### src/rtl/miner_tx_serializer.sv
// rtl/miner_tx_serializer.sv - frames a 288-bit miner result as header, 36 payload bytes and XOR checksum
// Byte stream held stable until accepted; optional idle gap after every byte but the checksum.
module miner_tx_serializer #(
  parameter int IDLE_GAP = 0
) (
  input  logic         clk,
  input  logic         rst,
  input  logic         send_data,
  input  logic [287:0] tx_data,
  input  logic         byte_ready,
  output logic [7:0]   byte_out,
  output logic         byte_valid,
  output logic         busy,
  output logic         frame_done,
  output logic         overrun
);

  typedef enum logic [2:0] {S_IDLE, S_HEADER, S_PAYLOAD, S_CHECK, S_GAP} state_t;

  localparam logic [7:0] HDR_BYTE = 8'hA5;
  localparam logic [3:0] GAP_LOAD = 4'((IDLE_GAP > 0) ? (IDLE_GAP - 1) : 0);

  state_t         state_q, state_d, resume_q, resume_d, adv_state;
  logic           adv;
  logic [287:0]   hold_q, hold_d;
  logic [5:0]     idx_q, idx_d;
  logic [7:0]     csum_q, csum_d;
  logic [3:0]     gap_q, gap_d;
  logic [7:0]     byte_out_q, byte_out_d;
  logic           valid_q, valid_d, busy_q, busy_d, done_q, done_d, ovr_q, ovr_d;
  logic           xfer;

  // Index 0 selects tx_data[287:280], index 35 selects tx_data[7:0].
  function automatic logic [7:0] pick(input logic [287:0] h, input logic [5:0] i);
    logic [8:0] base;
    base = {6'd35 - i, 3'b000};
    return h[base +: 8];
  endfunction

  assign xfer = valid_q & byte_ready;

  always_comb begin
    state_d   = state_q;
    resume_d  = resume_q;
    hold_d    = hold_q;
    idx_d     = idx_q;
    csum_d    = csum_q;
    gap_d     = gap_q;
    busy_d    = busy_q;
    done_d    = 1'b0;
    ovr_d     = send_data && (state_q != S_IDLE);
    adv       = 1'b0;
    adv_state = S_IDLE;
    case (state_q)
      S_IDLE: if (send_data) begin
        hold_d  = tx_data;
        csum_d  = 8'h00;
        idx_d   = 6'd0;
        busy_d  = 1'b1;
        state_d = S_HEADER;
      end
      S_HEADER: if (xfer) begin
        adv       = 1'b1;
        adv_state = S_PAYLOAD;
      end
      S_PAYLOAD: if (xfer) begin
        csum_d = csum_q ^ byte_out_q;
        adv    = 1'b1;
        if (idx_q == 6'd35) begin
          idx_d     = 6'd0;
          adv_state = S_CHECK;
        end else begin
          idx_d     = idx_q + 6'd1;
          adv_state = S_PAYLOAD;
        end
      end
      S_CHECK: if (xfer) begin
        state_d = S_IDLE;
        busy_d  = 1'b0;
        done_d  = 1'b1;
      end
      S_GAP: begin
        if (gap_q == 4'd0) state_d = resume_q;
        else               gap_d   = gap_q - 4'd1;
      end
      default: state_d = S_IDLE;
    endcase

    if (adv) begin
      if (IDLE_GAP > 0) begin
        state_d  = S_GAP;
        resume_d = adv_state;
        gap_d    = GAP_LOAD;
      end else begin
        state_d  = adv_state;
      end
    end

    // Outputs are registered, so they are derived from the upcoming state.
    valid_d    = 1'b1;
    byte_out_d = 8'h00;
    case (state_d)
      S_HEADER:  byte_out_d = HDR_BYTE;
      S_PAYLOAD: byte_out_d = pick(hold_d, idx_d);
      S_CHECK:   byte_out_d = csum_d;
      default:   valid_d    = 1'b0;
    endcase
  end

  always_ff @(posedge clk) begin
    if (rst) begin
      state_q    <= S_IDLE;
      resume_q   <= S_IDLE;
      hold_q     <= '0;
      idx_q      <= '0;
      csum_q     <= '0;
      gap_q      <= '0;
      byte_out_q <= '0;
      valid_q    <= 1'b0;
      busy_q     <= 1'b0;
      done_q     <= 1'b0;
      ovr_q      <= 1'b0;
    end else begin
      state_q    <= state_d;
      resume_q   <= resume_d;
      hold_q     <= hold_d;
      idx_q      <= idx_d;
      csum_q     <= csum_d;
      gap_q      <= gap_d;
      byte_out_q <= byte_out_d;
      valid_q    <= valid_d;
      busy_q     <= busy_d;
      done_q     <= done_d;
      ovr_q      <= ovr_d;
    end
  end

  assign byte_out   = byte_out_q;
  assign byte_valid = valid_q;
  assign busy       = busy_q;
  assign frame_done = done_q;
  assign overrun    = ovr_q;

endmodule

### config.mk
export PLATFORM = sky130hd
export DESIGN_NAME = miner_tx_serializer
export DESIGN_NICKNAME = d
export VERILOG_FILES = /design/src/rtl/miner_tx_serializer.sv
export SDC_FILE = /design/constraint.sdc
export NUM_CORES = 1
export LEC_CHECK = 0
export CORE_UTILIZATION = 55
export DETAILED_ROUTE_END_ITERATION = 6
export MAX_ROUTING_LAYER = met4
export PLACE_DENSITY = 0.85
export SYNTH_ARGS = -nofsm -noshare
export SYNTH_HDL_FRONTEND = slang
export SYNTH_SLANG_ARGS = --single-unit
### constraint.sdc
create_clock -name clk -period 6.42 [get_ports clk]
set_input_delay 0.642 -clock clk [delete_from_list [all_inputs] [get_ports clk]]
set_output_delay 0.642 -clock clk [all_outputs]
set_load 0.005 [all_outputs]
==> reports/qor.yml, run 1 <==
floorplanning:
  die_w_um: 166
  die_h_um: 166
  io_pins: 304
  die-area_um2: 27700
  rows: 59
  start_util: 0.566
  core-area_um2: 26300
worst_setup_path:
  path_class: "in2reg"
  setup.worst_path.end_class: "flip-flop"
  crit_slowest_cell: "ha_1"
  crit_start: "send_data"
  crit_chain: "clkdlybuf4s50_1, o21ai_1, a211oi_4, buf_4, ha_1, nor2b_1, nor2b_2, a211o_1, a2111oi_2, a31oi_1"
  arrival_ps: 4390
  crit_path_max_fanout: 28
  cp_slowest_stage_delay_ps: 830
  rrSetupSlack_ps: 2460
  cp.required_ps: 6790
  start_kind: "primary input"
  timing.rr.start: "state_q[1]"
  r2r_end: "byte_out[7]"
  cp-endpoint: "byte_out[7]"
  reg2reg_depth: 9
status:
  status: "finished, violations left"
  failed_checks: "design-rule violations"
clock_tree:
  cts.sinks: 321
  cts-buffers-inserted: 34
  cts_hold_buf: 0
  cts_tree: "done"
  post_cts_buffers: 0
  htreeDepth: 2
  clock_path_buffers: 3
  cts-resized-gates: 0
  clk_latency_ps: 510
  root_buffer: "clkbuf_16"
  cts.clk_slew.worst_paths_ps: 60
worst_hold_path:
  hold_class: "reg2reg"
power_and_ir_drop:
  seq_power_share: 0.458
  p_comb_frac: 0.140
  swShare: 0.261
  clockPowerShare: 0.403
  internal_power_w: 0.00354
  powerDensity_nw_per_um2: 253
  leakagePower_nw: 6.79
  p_sw_w: 0.00125
  vdd_ir_drop_max_uv: 184
synth:
  yosys.area.top_type_share: 0.432
  synthFlopType: "dfxtp_1"
  netlist_top_cells_area: "dfxtp_1 (43%), nand2_1 (20%), a21oi_1 (11%)"
  yosys_register_bits: 321
  synthCells: 2057
  synth_area_um2: 14900
  synth_cell_types: 71
  ys_seq_area_frac: 0.432
  yosys_warnings: 0
  async_flop_share: 0
  synth_area_leader_cell: "dfxtp_1"
  synth_edf_count: 0
  synth_nets: 2352
  avgSynthCellArea_um2: 7.23
layout:
  area_growth_pct: 27.3
  utilization: 0.721
  nNetsFinal: 2545
  final_area_um2: 18900
  drive_above_1_share: 0.0488
route:
  post_drt_wl_per_cell_um: 18.1
  routed.top_layer: "met4"
  vias_per_cell: 5.81
  first_pass_iters: 7
  drt_first_iter_violations: 1908
  ant_nets: 0
  vias: 15200
  met1Wirelength_um: 19800
  routed-wl-met2_um: 21600
  drc: 29
  wl_met3_um: 4160
  drt_wl_total_um: 47300
global_routing:
  grtUsageTotal: 0.341
  grt_pass1_wl_um: 74100
  grt_pass1_vias: 14200
  antenna_found_initial: 2
  grt_remaining_overflow: 0
  grt_max_degree: 142
sta:
  max_slew.worst_pin.slew_ps: 1120
  whs_ps: 455
  fin_tns_setup_ps: 0
  setup_viol: 0
  max_freq_mhz: 249
  finalCriticalPeriod_ps: 4020
  fin_crit_sh: 0.626
  finalMaxSlewViolations: 0
  clock_skew_ps: 15.2
  worst_slack_ps: 2400
  hold_viol_final: 0
  slew_headroom: 0.251
  rsz0062_at_grt: "no"
run:
  cap_violations: 0
placed_design:
  place_hpwl_um: 32600
  post-place-ws_ps: 1950
  gp_congestion: 0.947
  placedInstanceArea_um2: 17900
  numPortBuffers: 303
[routing by layer]
metal	up-vias	GRT usage
met1	7020	0.450
met2	755	0.525
met4	0	0.137
li1	7280	-
met3	121	0.0523
met5	-	-
[final cells by class]
class	instances	area, µm²
multi-input cells	1562	7760
fillers	2007	7330
flip-flops and latches	321	6430
repair buffers	323	3230
clock buffers	43	936
well taps	335	419
clock inverters	16	145
inverters	8	30.0
diodes	2	5.00
[synthesized netlist by cell type (3+ instances only)]
cell type,n
a2111oi_2,3
a211o_1,3
a211oi_1,16
a21boi_0,7
a21oi_1,319
a311oi_1,5
a31o_1,4
a31oi_1,22
a32oi_1,14
and2_1,3
and3_1,13
buf_1,9
buf_2,28
buf_4,6
clkbuf_1,122
dfxtp_1,321
ha_1,3
inv_1,8
mux2_2,7
mux2i_1,51
mux4_2,4
nand2_1,807
nand2b_1,6
nand3_1,82
nand4_1,9
nor2_1,53
nor2b_1,11
nor3_1,6
o21a_1,9
o21ai_0,33
o21ai_1,10
o21ba_1,3
o221ai_1,9
o31a_1,3
o41a_1,3
[power groups by stage]
stage	sequential (W)	combinational [W]	clock (W)
4_1_cts	0.00219	0.000661	0.00193
3_3_place_gp	0.00223	0.000641	0
3_5_place_dp	0.00223	0.000655	0
5_1_grt	0.00220	0.000727	0.00202
2_1_floorplan	0.00220	0.000363	0
6_report	0.00219	0.000668	0.00193
[worst max-delay path, delay by kind of cell]
| family | cells | cell delay (ps) |
|---|---|---|
| simple gates | 2 | 510 |
| compound gates | 5 | 1610 |
| buf+inv | 2 | 780 |
| fa+ha+maj | 1 | 830 |
[flip-flops by register name, indices dropped and copies added, names as in the netlist, 3 cells and up]
| register | count |
|---|---|
| idx_q | 6 |
| csum_q | 8 |
| state_q | 3 |
| byte_out | 8 |
| gap_q | 4 |
| hold_q | 288 |
[metrics by stage]
stage	power, W	instances
2_1_floorplan	0.00256	2057
3_3_place_gp	0.00287	2549
3_5_place_dp	0.00289	2549
4_1_cts	0.00478	2608
5_1_grt	0.00494	2610
6_report	0.00478	2610
[how the worst min path moves through the flow]
stage | start | endpoint | slack, ps | cells past startpoint
6_report | hold_q[209] | hold_q[209] | 450 | 2
5_1_grt | hold_q[71] | hold_q[71] | 460 | 2
4_1_cts | hold_q[243] | hold_q[243] | 450 | 2
2_1_floorplan | hold_q[269] | hold_q[269] | 430 | 2
3_3_place_gp | hold_q[63] | hold_q[63] | 440 | 2
3_5_place_dp | hold_q[212] | hold_q[212] | 450 | 2
[placed cells by master (no fill, tap or decap), drive strengths merged, types with 10 or more instances in the layout]
cell           synthesis  routed
a21oi                319     319
nor2b                 12      12
nor2                  55      55
clkbuf               122      43
o21ai                 44      44
and3                  13      13
buf                   44      21
a211oi                17      17
dfxtp                321     321
clkdlybuf4s50          0     302
a32oi                 14      14
a31oi                 23      23
inv                    8      10
nand3                 83      83
mux2i                 51      51
nand2                807     807
[logic make-up (layout without fill, tap and decap cells)]
kind of cell,Yosys count,count (layout),synth area share
adder cells (fa/ha/maj),3,3,0.00252
AND/OR/NAND/NOR,1008,1008,0.276
XOR/XNOR,6,6,0.00530
flip-flops,321,321,0.432
multiplexers,64,64,0.0472
other,0,2,0
AO/OA/AOI/OAI,481,481,0.189
buffers and inverters,174,390,0.0483
Power figures use the tool's default switching activity.
==> run 2: changes to the inputs <==
--- a/config.mk
+++ b/config.mk
@@ -5,10 +5,10 @@
 export SDC_FILE = /design/constraint.sdc
 export NUM_CORES = 1
 export LEC_CHECK = 0
-export CORE_UTILIZATION = 55
+export CORE_UTILIZATION = 52
 export DETAILED_ROUTE_END_ITERATION = 6
 export MAX_ROUTING_LAYER = met4
-export PLACE_DENSITY = 0.85
+export PLACE_DENSITY = 0.81
 export SYNTH_ARGS = -nofsm -noshare
 export SYNTH_HDL_FRONTEND = slang
 export SYNTH_SLANG_ARGS = --single-unit
==> constraint.sdc (replaced) <==
create_clock -name clk -period 3.9 [get_ports clk]
set_input_delay 0.39 -clock clk [delete_from_list [all_inputs] [get_ports clk]]
set_output_delay 0.39 -clock clk [all_outputs]
set_load 0.005 [all_outputs]
==> run 2 against run 1 <==
Largest cell class unchanged. Core utilization down 3.0 points. Via count down 0.21%. Worst hold slack got worse by 120 ps. Total power increased by 71%. Global-route usage decreased by 0.61 points. Die area grew 5.7%. Combinational power rose by 71%. Final area rose by 1.9%. First-iteration DRC count increased by 0.31%. Sequential power rose by 64%. The flow now finishes without violations. Sequential share of layout area decreased by 0.64 points. Non-clock buffer count grew 17.
==> reports/qor.yml, run 2 (synthesized netlist as in run 1, its figures left out) <==
clock_tree:
  clk_latency_ps: 530
  cts.clk_slew.worst_paths_ps: 60
  cts.sinks: 321
  cts-resized-gates: 0
  post_cts_buffers: 0
  cts-buffers-inserted: 35
  clock_path_buffers: 3
  htreeDepth: 2
  root_buffer: "clkbuf_16"
  cts_hold_buf: 0
  cts_tree: "done"
layout:
  final_area_um2: 19300
  antenna-diode-count: 0
  final_common_cell: "nand2_1"
  layout_common_cells: "nand2_1 (807), dfxtp_1 (321), a21oi_1 (319)"
  utilization: 0.691
  multi_input_area_um2: 7760
  largest_reg_flops: 288
  drive_above_1_share: 0.0588
  top_register: "hold_q"
  regArea_um2: 6430
  nNetsFinal: 2563
  area_growth_pct: 29.8
  n_fill_cell: 2325
sta:
  fin_crit_sh: 0.863
  max_freq_mhz: 297
  fin_tns_setup_ps: 0
  clock_skew_ps: 16.9
  setup_viol: 0
  rsz0062_at_grt: "no"
  max_slew.worst_pin.slew_ps: 865
  slew_headroom: 0.423
  hold_viol_final: 0
  finalCriticalPeriod_ps: 3360
  worst_slack_ps: 536
  finalMaxSlewViolations: 0
worst_hold_path:
  hold_class: "in2reg"
placed_design:
  placedInstanceArea_um2: 18100
  post-place-ws_ps: 249
  gp_congestion: 0.962
  numPortBuffers: 303
  place_hpwl_um: 34000
worst_setup_path:
  arrival_ps: 3760
  path_class: "reg2reg"
  crit_chain: "or3b_4, nor3_1, nor2_1, ha_1, xor2_4, buf_4, nand2_1, o21ba_1, a2111oi_2, a31oi_1"
  crit_slowest_cell: "or3b_4"
  cp_num_buf_inv: 1
  crit_path_max_fanout: 13
  cp_slowest_stage_delay_ps: 530
  cp_top_family: "simple AND/OR/NAND/NOR gates"
  setup.worst_path.end_class: "flip-flop"
  rrSetupSlack_ps: 540
  start_kind: "flip-flop"
  cp.required_ps: 4290
route:
  drt_first_iter_violations: 1914
  vias: 15100
  ant_nets: 0
  post_drt_wl_per_cell_um: 18.3
  drc: 0
  drt_wl_total_um: 48800
  first_pass_iters: 6
  vias_per_cell: 5.67
floorplanning:
  start_util: 0.533
  die_w_um: 171
  die_h_um: 171
  rows: 61
  core-area_um2: 27900
  io_pins: 304
  die-area_um2: 29300
global_routing:
  antenna_found_initial: 0
  grt_max_degree: 172
  grt_pass1_wl_um: 74700
  grtUsageTotal: 0.335
  grt_pass1_vias: 14100
  grt_remaining_overflow: 0
power_and_ir_drop:
  powerDensity_nw_per_um2: 424
  leakagePower_nw: 6.95
  vdd_ir_drop_max_uv: 244
status:
  status: "complete, no violations"
run:
  cap_violations: 0
-- run 2: cell count changes in the layout (fill, tap and decap cells not counted), sizes merged --
cell      change
diode         -2
clkinvlp      +1
bufinv        +2
buf          +17
inv           +2
-- run 2: worst paths after layout --
| path | cells after the start | end | from |
|---|---|---|---|
| setup / recovery | 10 | byte_out[2] | state_q[1] |
| hold reg to reg | 2 | hold_q[84] | hold_q[84] |
| setup reg to reg | 10 | byte_out[2] | state_q[1] |
| hold / removal | 2 | csum_q[0] | rst |
-- run 2: worst reg2reg max path, cell delays in order, from the launching register on --
cell and delay, ps:
dfxtp_1 490, or3b_4 530, nor3_1 330, nor2_1 120, ha_1 280, xor2_4 220
buf_4 180, nand2_1 210, o21ba_1 240, a2111oi_2 490, a31oi_1 130
-- run 2: final cells by class --
cell class	count	share of cell area
Multi-Input combinational cell	1562	0.402
Sequential cell	321	0.333
Timing Repair Buffer	340	0.177
Clock buffer	43	0.0495
Tap cell	378	0.0245
Clock inverter	21	0.0130
Inverter	8	0.00156
-- run 2: layer usage --
metal / routed length (µm) / track usage / up-vias / share of wire
met2: 22400 / 0.518 / 708 / 0.46
met4: 1670 / 0.119 / 0 / 0.034
met5: 0 / - / - / 0
met3: 3970 / 0.0562 / 117 / 0.081
met1: 20800 / 0.441 / 7006 / 0.43
li1: - / - / 7313 / -
-- run 2: per-stage QoR --
step	power, W	hold WS (ps)	cells
floorplan	0.00422	432	2057
global placement	0.00476	440	2609
detailed placement	0.00478	446	2609
CTS	0.00819	334	2673
global route	0.00846	361	2673
finish	0.00819	331	2673
-- run 2: where the power goes --
part	internal (W)	total (W)	switching [W]	leakage (nW)
clock	0.00204	0.00346	0.00142	0.586
combinational	0.000521	0.00114	0.000618	3.73
sequential	0.00348	0.00359	0.000114	2.63
==> run 3: changes to the inputs <==
--- a/config.mk
+++ b/config.mk
@@ -5,8 +5,10 @@
 export SDC_FILE = /design/constraint.sdc
 export NUM_CORES = 1
 export LEC_CHECK = 0
+export CORE_MARGIN = 2
 export CORE_UTILIZATION = 52
 export DETAILED_ROUTE_END_ITERATION = 6
+export GPL_TIMING_DRIVEN = 0
 export MAX_ROUTING_LAYER = met4
 export PLACE_DENSITY = 0.81
 export SYNTH_ARGS = -nofsm -noshare
==> run 3 against run 2 <==
Count of clock-buffer cells in the layout grew 9. Critical endpoint is now byte_out[4]. Setup slack lost 500 ps. Critical path depth grew 1. The flow now finishes with violations (design-rule violations). Wire length grew 22%. Die area grew 2.4%. Sequential share of layout area shrank 0.50 points.
==> reports/qor.yml, run 3 (synthesized netlist as in run 1, its figures left out) <==
floorplanning:
  start_util: 0.531
  core-area_um2: 28000
  io_pins: 304
  die-area_um2: 30000
  rows: 61
  die_h_um: 173
  die_w_um: 173
worst_setup_path:
  crit_slowest_cell: "clkbuf_1"
  crit_chain: "buf_2, or2_1, o31ai_1, o21a_1, buf_2, clkbuf_1, nand2_1, a31oi_1, nand3_1, a21boi_0, o41a_1"
  crit_start: "state_q[0]"
  rrSetupSlack_ps: 30
  cp-endpoint: "byte_out[4]"
  arrival_ps: 4330
  cp.required_ps: 4360
  reg2reg_depth: 11
  start_kind: "flip-flop"
  r2r_end: "byte_out[4]"
  timing.rr.start: "state_q[0]"
  crit_path_max_fanout: 10
  setup.worst_path.end_class: "flip-flop"
  cp_slowest_stage_delay_ps: 750
  cp_common_cell: "buf_2"
  path_class: "reg2reg"
placed_design:
  gp_congestion: 1.01
  dp_cells: 2737
  numPortBuffers: 302
  place_hpwl_um: 44600
  placedInstanceArea_um2: 18400
  post-place-ws_ps: -933
sta:
  setup_viol: 0
  rsz0062_at_grt: "no"
  finalMaxSlewViolations: 0
  worst_slack_ps: 33.2
  max_slew.worst_pin.slew_ps: 1080
  whs_ps: 418
  max_freq_mhz: 259
  hold_viol_final: 0
  finalCriticalPeriod_ps: 3870
  fin_crit_sh: 0.991
  clock_skew_ps: 10.6
  slew_headroom: 0.282
route:
  vias_per_cell: 5.90
  drt_wl_total_um: 59500
  first_pass_iters: 7
  drt_first_iter_violations: 1868
  vias: 16500
  ant_nets: 0
  post_drt_wl_per_cell_um: 21.3
  drc: 2
clock_tree:
  htreeDepth: 2
  cts-buffers-inserted: 35
  cts_tree: "done"
  cts_hold_buf: 0
  root_buffer: "clkbuf_16"
  clk_latency_ps: 520
  cts.sinks: 321
  clock_path_buffers: 3
  cts.clk_slew.worst_paths_ps: 70
layout:
  n_fill_cell: 2360
  layout_common_cells: "nand2_1 (807), dfxtp_1 (321), a21oi_1 (319)"
  largest_reg_flops: 288
  area_growth_pct: 31.8
  final_area_um2: 19600
  final_common_cell: "nand2_1"
  final_cells: 2798
  drive_above_1_share: 0.0542
  nNetsFinal: 2690
  top_register: "hold_q"
power_and_ir_drop:
  vdd_ir_drop_max_uv: 434
  leakagePower_nw: 7.05
  powerDensity_nw_per_um2: 423
global_routing:
  antenna_found_initial: 1
  grt_remaining_overflow: 0
  grt_max_degree: 15
  grt_pass1_wl_um: 89100
  grt_pass1_vias: 15700
  grtUsageTotal: 0.393
run:
  cap_violations: 0
status:
  status: "finished, violations left"
  failed_checks: "design-rule violations"
worst_hold_path:
  hold_class: "in2reg"
-- run 3: cell types whose count changed in the layout (fill, tap and decap cells not counted), moves of 2 or more --
cell / before / now
clkbuf_2: 0 / 6
buf_4: 29 / 7
buf_1: 0 / 8
inv_6: 3 / 0
clkinv_4: 2 / 0
buf_12: 8 / 0
clkbuf_8: 5 / 9
clkbuf_1: 3 / 121
buf_2: 0 / 27
clkinv_2: 6 / 2
clkbuf_16: 35 / 37
-- run 3: timing repair --
item / in CTS / in global routing
setup buffers: 0 / 1
setup endpoints to repair: 208 / 28
gates resized for setup: 5 / 7
pin swaps: 0 / 1
-- run 3: layer usage --
layer | track usage | share of wire
met1 | 0.495 | 0.40
met5 | - | 0
met3 | 0.0787 | 0.10
met4 | 0.193 | 0.055
met2 | 0.604 | 0.44
-- run 3: cell type report --
class / count / area [µm²] / area share
repair buffers: 303 / 3030 / 0.155
clock buffers: 52 / 1070 / 0.0547
plain buffers: 164 / 691 / 0.0352
multi-input cells: 1562 / 7750 / 0.395
clock inverters: 9 / 130 / 0.00664
well taps: 378 / 473 / 0.0241
inverters: 8 / 30.0 / 0.00153
flip-flops and latches: 321 / 6430 / 0.328
diodes: 1 / 2.50 / 0.000128
-- run 3: power breakdown --
part / switching (W) / internal, W / leakage [nW] / total, W
combinational: 0.000694 / 0.000526 / 3.84 / 0.00122
sequential: 0.000113 / 0.00348 / 2.63 / 0.00359
clock: 0.00137 / 0.00210 / 0.579 / 0.00347
-- run 3: critical path: cells and delay by family, from the launching register on --
kind | cells | cell delay [ps]
AND/OR/NAND/NOR | 3 | 580
buffers and inverters | 3 | 1230
AO/OA/AOI/OAI | 5 | 1660
flip-flops | 1 | 310
-- run 3: metrics by stage --
| step | power (W) | TNS (ps) | util |
|---|---|---|---|
| floorplan | 0.00422 | 0 | - |
| global placement | 0.00481 | -118650 | 0.656 |
| detailed placement | 0.00484 | -133860 | 0.656 |
| CTS | 0.00824 | 0 | 0.699 |
| global route | 0.00852 | 0 | 0.700 |
| finish | 0.00829 | 0 | 0.700 |
-- run 3: worst min path at each step --
stage | from | to | slack, ps | depth (start not counted)
after CTS | tx_data[132] | hold_q[132] | 410 | 3
after detailed placement | hold_q[89] | hold_q[89] | 450 | 2
final | tx_data[117] | hold_q[117] | 420 | 3
after global placement | hold_q[271] | hold_q[271] | 440 | 2
after global routing | tx_data[235] | hold_q[235] | 430 | 3
after floorplan | hold_q[269] | hold_q[269] | 430 | 2
